==> src/rtl/fifo_param.sv <==
// fifo_param: synchronous FIFO of DEPTH = 2**ADDR_WIDTH words with
// registered read data, occupancy count/flags and per-operation status.
// Optional build macro FIFO_SIMUL_RW_EN enables a combined read+write
// operation (RDWR) when wr_en and rd_en are both asserted.
module fifo_param #(
  parameter int DATA_WIDTH = 32,
  parameter int ADDR_WIDTH = 3
) (
  input  logic                  clk,
  input  logic                  reset_n,
  input  logic                  wr_en,
  input  logic                  rd_en,
  input  logic [DATA_WIDTH-1:0] d_in,
  output logic [DATA_WIDTH-1:0] d_out,
  output logic                  full,
  output logic                  empty,
  output logic                  wr_ack,
  output logic                  wr_err,
  output logic                  rd_ack,
  output logic                  rd_err,
  output logic [ADDR_WIDTH:0]   data_count
);

  localparam int DEPTH = 1 << ADDR_WIDTH;

  typedef enum logic [2:0] {
    INIT,
    NO_OP,
    WRITE,
    WR_ERR,
    READ,
    RD_ERR
`ifdef FIFO_SIMUL_RW_EN
    , RDWR
`endif
  } state_t;

  state_t                  state;
  state_t                  state_nxt;
  logic [DATA_WIDTH-1:0]   mem [DEPTH];
  logic [ADDR_WIDTH-1:0]   head;
  logic [ADDR_WIDTH-1:0]   tail;
  logic                    do_wr;
  logic                    do_rd;

  // Flags come straight from the registered count.
  assign full  = (data_count == (ADDR_WIDTH+1)'(DEPTH));
  assign empty = (data_count == '0);

  // Next-state selection; write requests take priority over reads.
  always_comb begin
    state_nxt = NO_OP;
`ifdef FIFO_SIMUL_RW_EN
    if (wr_en && rd_en) begin
      // Empty: nothing to read, so only the write happens (read flagged).
      state_nxt = empty ? WRITE : RDWR;
    end else
`endif
    if (wr_en && !full)       state_nxt = WRITE;
    else if (wr_en && full)   state_nxt = WR_ERR;
    else if (rd_en && !empty) state_nxt = READ;
    else if (rd_en && empty)  state_nxt = RD_ERR;
  end

`ifdef FIFO_SIMUL_RW_EN
  assign do_wr = (state_nxt == WRITE) || (state_nxt == RDWR);
  assign do_rd = (state_nxt == READ)  || (state_nxt == RDWR);
`else
  assign do_wr = (state_nxt == WRITE);
  assign do_rd = (state_nxt == READ);
`endif

  // State register; status outputs are decoded from it so they appear
  // for exactly the cycle after the operation.
  always_ff @(posedge clk or negedge reset_n) begin
    if (!reset_n) state <= INIT;
    else          state <= state_nxt;
  end

`ifdef FIFO_SIMUL_RW_EN
  logic rd_err_simul;

  // Remembers a read rejected alongside an accepted write on an empty FIFO.
  always_ff @(posedge clk or negedge reset_n) begin
    if (!reset_n) rd_err_simul <= 1'b0;
    else          rd_err_simul <= wr_en && rd_en && empty;
  end

  assign wr_ack = (state == WRITE) || (state == RDWR);
  assign rd_ack = (state == READ)  || (state == RDWR);
  assign rd_err = (state == RD_ERR) || rd_err_simul;
`else
  assign wr_ack = (state == WRITE);
  assign rd_ack = (state == READ);
  assign rd_err = (state == RD_ERR);
`endif
  assign wr_err = (state == WR_ERR);

  // Storage array; contents are not cleared by reset.
  always_ff @(posedge clk) begin
    if (do_wr) mem[tail] <= d_in;
  end

  // Pointers, occupancy and registered read data.
  always_ff @(posedge clk or negedge reset_n) begin
    if (!reset_n) begin
      head       <= '0;
      tail       <= '0;
      data_count <= '0;
      d_out      <= '0;
    end else begin
      if (do_wr) tail <= tail + ADDR_WIDTH'(1);
      if (do_rd) begin
        head  <= head + ADDR_WIDTH'(1);
        d_out <= mem[head];
      end
      if (do_wr && !do_rd)      data_count <= data_count + (ADDR_WIDTH+1)'(1);
      else if (do_rd && !do_wr) data_count <= data_count - (ADDR_WIDTH+1)'(1);
    end
  end

endmodule

==> config.mk <==
export PLATFORM = sky130hd
export DESIGN_NAME = fifo_param
export DESIGN_NICKNAME = d
export VERILOG_FILES = /design/src/rtl/fifo_param.sv
export SDC_FILE = /design/constraint.sdc
export NUM_CORES = 1
export LEC_CHECK = 0
export ABC_CLOCK_PERIOD_IN_PS = 7400
export CAP_MARGIN = 20
export CORE_AREA = 2 2 156 158
export DETAILED_ROUTE_END_ITERATION = 7
export DIE_AREA = 0 0 158 160
export PLACE_DENSITY = 0.68
export SYNTH_ARGS = -nofsm -noshare
export SYNTH_HDL_FRONTEND = slang
export SYNTH_SLANG_ARGS = --single-unit
==> constraint.sdc <==
create_clock -name clk -period 7.4 [get_ports clk]
set_input_delay 1.48 -clock clk [delete_from_list [all_inputs] [get_ports clk]]
set_output_delay 1.48 -clock clk [all_outputs]
set_load 0.02 [all_outputs]
# Word level (Yosys, flattened, before mapping)
# Memory sizes are Yosys's and may differ from the RTL's. A register that Yosys moved wholly into a read port is not among the register bits.
# Index checks and enable logic that the tools add are counted.
# Widths: inputs -> output; s select.
totals:
  regBits: 13
  ram_bits: 256
  inputBits: 36
  out_inout_bits: 42
  mem_count: 1
memory_table:
  columns: ["name", "depth", "word_bits", "rd", "rd_ports_with_merged_regs", "write_ports", "line", "text"]
  rows:
  - ["mem", 8, 32, 1, 1, 1, "40", "logic [DATA_WIDTH-1:0] mem [DEPTH];"]
classes:
  add_sub_neg: 4
  eq_ne: 7
  mux: 8
  n_reduce_logical: 13
op_table:
  columns: ["cell", "n"]
  rows:
  - ["$mux 3", 4]
  - ["$eq 3x2->1 const B", 3]
  - ["$eq 3x3->1 const B", 3]
  - ["$mux 4", 2]
  - ["$add 3x1->3 const B", 2]
  - ["$logic_and 1x1->1", 6]
  - ["$logic_not 1->1", 5]
  - ["$add 4x1->4 const B", 1]
  - ["$eq 4x4->1 const B", 1]
  - ["$logic_not 4->1", 1]
  - ["$sub 4x1->4 const B", 1]
  - ["$mux 1", 2]
  - ["$reduce_bool 2->1", 1]

# Logic depth before layout (Yosys ltp)
logic_depth:
  word_depth: 11
  depth_mapped: 8

# Least setup slack after synthesis
# OpenSTA, ideal clock, no wires.
synth_path:
  path_kind: "input to register"
  from: "in wr_en"
  to: "mem mem[0][0] (enable)"
  arrival_ns: 4.971
  required_time_ns: 6.899
  slack_ns: 1.928
  stages: 3
  n_path_buf: 0
  path_cell_list: "a21boi_2 -> inv_1 -> nor4_1"
synth_via:
  elab_chain_cells: 6
synth_lines:
  columns: ["item", "line", "text"]
  rows:
  - ["start: declaration", "11", "input logic wr_en,"]
  - ["$logic_and 1x1->1", "60", "else if (wr_en && full) state_nxt = WR_ERR;"]
  - ["$mux 3", "60", null]
  - ["$mux 3 (*)", "59", "if (wr_en && !full) state_nxt = WRITE;"]
  - ["$eq 3x2->1 (*)", "69", "assign do_wr = (state_nxt == WRITE);"]
  - ["$mux 1 (*)", "101", "if (do_wr) mem[tail] <= d_in;"]
  - ["$mux 1 (not written as such) (*)", "101", null]
  - ["end: declaration", "40", null]
# Mark *: on every way between the ends. The rest lies on a longest branch, timed or not.

# Worst setup path after layout
layout_path:
  from: "reg data_count[0]"
  to: "out full"
layout_via:
  elab_chain_cells: 1
layout_lines:
  columns: ["item", "line", "text"]
  rows:
  - ["start: declaration", "21", "output logic [ADDR_WIDTH:0] data_count"]
  - ["start signal: assignment", "117", "if (do_wr && !do_rd) data_count <= data_count + (ADDR_WIDTH+1)'(1);"]
  - ["start signal: assignment", "118", "else if (do_rd && !do_wr) data_count <= data_count - (ADDR_WIDTH+1)'(1);"]
  - ["$eq 4x4->1", "47", "assign full = (data_count == (ADDR_WIDTH+1)'(DEPTH));"]
  - ["end: declaration", "15", "output logic full,"]
# Every way passes these cells.

==> results.ini <==
[route]
totalWireLength_mm=21.7
wl_per_cell_um=19.4
initialDrtViolationCount=405
wl_met2_mm=10.7
viasPerCell=5.42
top_layer=met4
wl_met1_mm=9.70
dr.pass1.iters=5
vias=6057
drc=0
antenna_left=0
routed-wl-met3_um=872

[synthesis]
ys_seq_area_frac=0.759
synth_top_area_cell=edfxtp_1
async_flop_share=0.150
ys_top_cells_by_area=edfxtp_1 66%, mux2i_1 11%, dfrtp_1 9.7%
synth_enable_flop_cells=256
yosys.area.top_type_share=0.662
syn_nets=725
synthTopCellsByCount=256 x edfxtp_1, 129 x mux2i_1, 71 x nand2_1, 64 x a22oi_1, 45 x dfrtp_1
postSynthCellCount=684
ys.flop_type=edfxtp_1
synth_seq_cells=301
synthDistinctLibCells=29
synth.avg_cell_area_um2=17.0
yosysMostFrequentCell=edfxtp_1
yosysWarnings=0
syn-cell-area_um2=11600

[critical_path]
cpPeakStageDelay_ps=600
cp_max_fo=6
critPathArrivalTime_ps=2230
crit_chain=nor3_1 > and2_1 > clkdlybuf4s50_1
timing_worst_setup_path_type=register to primary output
r2r_cells=5
path_delay_family=simple AND/OR/NAND/NOR gates
worstSetupStartpoint=data_count[0]$_DFFE_PN0P_
worstPathRequired_ps=5920
crit_buf_inv=1
r2r-start=head[0]$_DFFE_PN0N_
worst_path_max_delay_cell=clkdlybuf4s50_1
start_kind=register
end_kind=primary output
worst-path-stages=3

[pwr]
netSwitchingFraction=0.311
power.switching_w=0.00165
p_int_w=0.00365
seq_power_share=0.452
p_clk_frac=0.269
comb_power_share=0.279
p_leak_nw=5.04
ir_worst_vdd_mv=0.228
p_per_area_nw_per_um2=387

[global_routing]
grt_pass1_wl_mm=34.1
antenna_found_initial=0
grt_overflow=0
grt_use_total=0.173
grt_max_degree=55
grt_pass1_vias=6316

[final_layout]
area_delta_synth_final_pct=17.8
fillerInstances=1887
fin_area_um2=13700
nNetsFinal=811
drive_gt1_frac=0.107
multi_input_area_um2=2620
ff_latch_area_um2=8820
antenna_cells=0

[worst_hold_path]
hold_depth=2
hp-class=register to register
min_from=d_out[10]$_DFFE_PN0N_

[die]
die_w_um=158
coreArea_um2=23800
io_pins=78
fp.dieH_um=160
row_count=57
start_util=0.488
die_area_um2=25300

[sta]
finalCritPeriodShare=0.501
tns_ps=0
finalHoldViolations=0
tightest_slew_ps=1060
skew_ps=14.5
rsz0062_at_grt=false
finalMaxSlewViolations=0
period_minus_slack_ps=3710
finalSetupViolations=0
relSlewSlack=0.290
fmax_ghz=0.269

[clock_network]
clk_path_buf_depth=3
tritoncts=done
hold_buffers=0
ctsResizeCount=0
cts-root-buf=clkbuf_16
clkSinkCount=301
numCtsBuffers=30
clk_latency_ps=550
cts_htree_levels=1
clk_pin_slew_ps=60
post_cts_buffers=0

[job]
cap_violations=0

[place]
gp_congestion=0.743
dpl_cell_area_um2=12700
hpwl_mm=12.9
io_buffer_count=77

[run_status]
status=completed

worst register-to-register path: stages (launching register included):
cell     delay [ps]
dfrtp_4        1030
buf_4           780
mux2i_1         200
a22oi_1         270
nand3_1         120
nand2_1         110
path summary, 6_finish.rpt:
| check | slack, ps | end |
|---|---|---|
| max | 3690 | full |
| min | 480 | d_out[10]$_DFFE_PN0N_ |
| max reg2reg | 4830 | d_out[14]$_DFFE_PN0N_ |
| min reg2reg | 480 | d_out[10]$_DFFE_PN0N_ |
| max in group asynchronous | 5810 | head[0]$_DFFE_PN0N_ |
| min in group asynchronous | 1050 | state[0]$_DFF_PN0_ |
cell type report:
cell class	count	area share
multi-input combinational	342	0.191
clock buffer	39	0.0611
sequential	301	0.644
timing repair buffer	93	0.0647
clock inverter	17	0.00805
inverter	2	0.000549
tap	324	0.0296
layout by cell type (no fill, tap or decap), types with 13 or more instances in the layout:
cell and n:
mux2i_1 129, clkbuf_16 31, clkdlybuf4s50_1 76, buf_4 16
a22oi_1 64, nand3_1 32, nand2_1 71, clkinv_2 13
edfxtp_1 256, dfrtp_1 44
sequential cells by signal, summed over array words and instances (netlist names):
| signal | count |
|---|---|
| d_out | 32 |
| tail | 3 |
| mem | 256 |
| state | 3 |
| data_count | 4 |
| head | 3 |
kinds of logic after synthesis:
kind of cell / Yosys count / synth area share
DFF: 301 / 0.759
muxes: 131 / 0.113
and+or+nand+nor: 129 / 0.0501
AOI/OAI and AO/OA: 69 / 0.0446
buffers and inverters: 41 / 0.0212
xor gates and xnor gates: 8 / 0.00603
adders and majority gates: 5 / 0.00603
per-layer routing:
| metal | GRT usage | vias to the layer above |
|---|---|---|
| li1 | - | 2801 |
| met1 | 0.234 | 3087 |
| met2 | 0.294 | 134 |
| met3 | 0.0263 | 35 |
| met4 | 0.0495 | 0 |
| met5 | 0 | - |
per-stage QoR:
step	power [W]	hold slack (ps)	utilization	instances	worst slack, ps
floorplan	0.00341	492	-	684	1930
CTS	0.00536	482	0.574	1118	3670
detailed placement	0.00393	463	0.535	1062	3390
global placement	0.00387	461	0.535	1062	3480
global route	0.00557	505	0.574	1118	3590
finish	0.00530	478	0.574	1118	3690
power groups by stage:
stage          combinational, W  sequential (W)  clock [W]
2_1_floorplan          0.000956         0.00245          0
6_report                0.00148         0.00239    0.00143
3_5_place_dp            0.00150         0.00243          0
5_1_grt                 0.00162         0.00243    0.00153
4_1_cts                 0.00150         0.00240    0.00146
3_3_place_gp            0.00146         0.00241          0
(Power assumes the default switching activity.)
==> patch: new RTL, same flow settings <==
The parameter `ADDR_WIDTH` goes from 3 to 2.
--- a/src/rtl/fifo_param.sv
+++ b/src/rtl/fifo_param.sv
@@ -4,7 +4,7 @@
 // operation (RDWR) when wr_en and rd_en are both asserted.
 module fifo_param #(
   parameter int DATA_WIDTH = 32,
-  parameter int ADDR_WIDTH = 3
+  parameter int ADDR_WIDTH = 2
 ) (
   input  logic                  clk,
   input  logic                  reset_n,
Interface: changed (resized data_count); port bits go from 78 to 77. The function was not compared with the original's and may differ.
==> patch against the original RTL <==
  * Utilization shrank 24 points
  * Wire length is 44% lower
  * Sequential share of layout area is 3.4 points lower
  * Total power shrank 39%
  * Global-route usage is 7.1 points lower
  * Worst setup slack improved by 180 ps
  * Count of clock-buffer cells in the layout is 20 lower
  * Sequential cell count down 131
  * Final area shrank 41%
  * Area after synthesis fell by 45%
  * Largest cell class unchanged
  * Largest power group unchanged
==> patch: results (changes against the original RTL) <==
status=finished, final reports clean; Cells after Synth=287 (-58%); DP Worst Slack=3508 ps (+119.9 ps); Root Driver=clkbuf_16; Hold WS=507.3 ps (+29.08 ps); Clk. pwr=839 uW (-41%); wire length per cell=17.11 um (-12%); startpoint of the worst hold path=d_out[0]; placed cells=673 (-37%); Post-synth EDFFs=128 (-50%); Netlist cell types=27 (-6.9%); Slew @ Worst Pin=967.5 ps (-95.46 ps); cells on worst reg2reg path=3 (-2); hpwl dp=7074 um (-45%); Synth Area in Adders=1.100% (+0.50 points); Global Route Usage Sum=10.19% (-7.1 points); Iter 0 DRT Violations=186 (-54%); Comb power frac=28.6% (+0.7 points); Crit Reg-Reg Endpoint=d_out[18]; met2 usage=16.88% (-12 points); CP top delay family=buffers and inverters; largest net degree at the start of global routing=43 (-22%); CTS H-tree depth=4 (+3); Via-to-Cell Ratio=4.188 (-23%); syn_nets=328 (-55%); Clock Latency Late Sink=430 ps (-120 ps); vias in the first global route=3,237 (-49%); Leak=2.728 nW (-46%); Num CTS Buffers=17 (-43%); Max Buffers Root-to-Sink=2 (-1); met3 global-route usage=3.365% (+0.73 points); routability cong.=0.6365 (-14%); share of layout cells above drive strength 1=28.27% (+18 points); wire length on met2=6228 um (-42%); post-synthesis compound-gate area fraction=0.4520% (-4.0 points); routing usage on met1=12.39% (-11 points); hold depth=1 (-1); Synth top cells by count=edfxtp_1 (128), dfrtp_1 (42), mux2_2 (34); mux cell area share after synthesis=17.33% (+6.0 points); WL met1=5079 um (-48%); internal power=2.271 mW (-38%); DRT Pass-1 Iters=4 (-1); worst-path fanout max=8 (+2); Post-synth ARST share=24.71% (+9.8 points); Port-buffer cells=76 (-1.3%); sequential-to-total area share from yosys stat=76.87% (+0.98 points); period utilisation layout=47.72% (-2.4 points); Psw=962.1 uW (-42%); hold endpoint=d_out[0]; final net count=410 (-49%); first-pass GRT wire length=18,700 um (-45%); Synth Area in XOR/XNOR=0.5502% (-0.053 points); metal3 WL=582 um (-33%); # fillers=2,284 (+21%)
## patch: cell types whose count changed in the layout (fill, tap and decap cells not counted), moves of 10 or more
| cell | unedited run | this run |
|---|---|---|
| a22oi_1 | 64 | 0 |
| buf_4 | 16 | 1 |
| clkbuf_16 | 31 | 17 |
| clkinv_2 | 13 | 3 |
| edfxtp_1 | 256 | 128 |
| mux2_2 | 2 | 34 |
| mux2i_1 | 129 | 0 |
| mux4_2 | 0 | 32 |
| nand2_1 | 71 | 1 |
| nand3_1 | 32 | 1 |
## patch: final cells by class
type	instances	share of cell area, %
clock inverters	13	1.512
repair buffers	78	9.758
inverters	6	0.2806
flip-flops and latches	170	61.01
well taps	324	5.051
multi-input cells	96	16.99
clock buffers	19	5.394
## patch: per-stage QoR
stage	util, %	area, um^2
floorplan	-	6367
global placement	31.28	7452
detailed placement	31.28	7452
CTS	33.61	8006
global route	33.70	8026
finish	33.70	8026
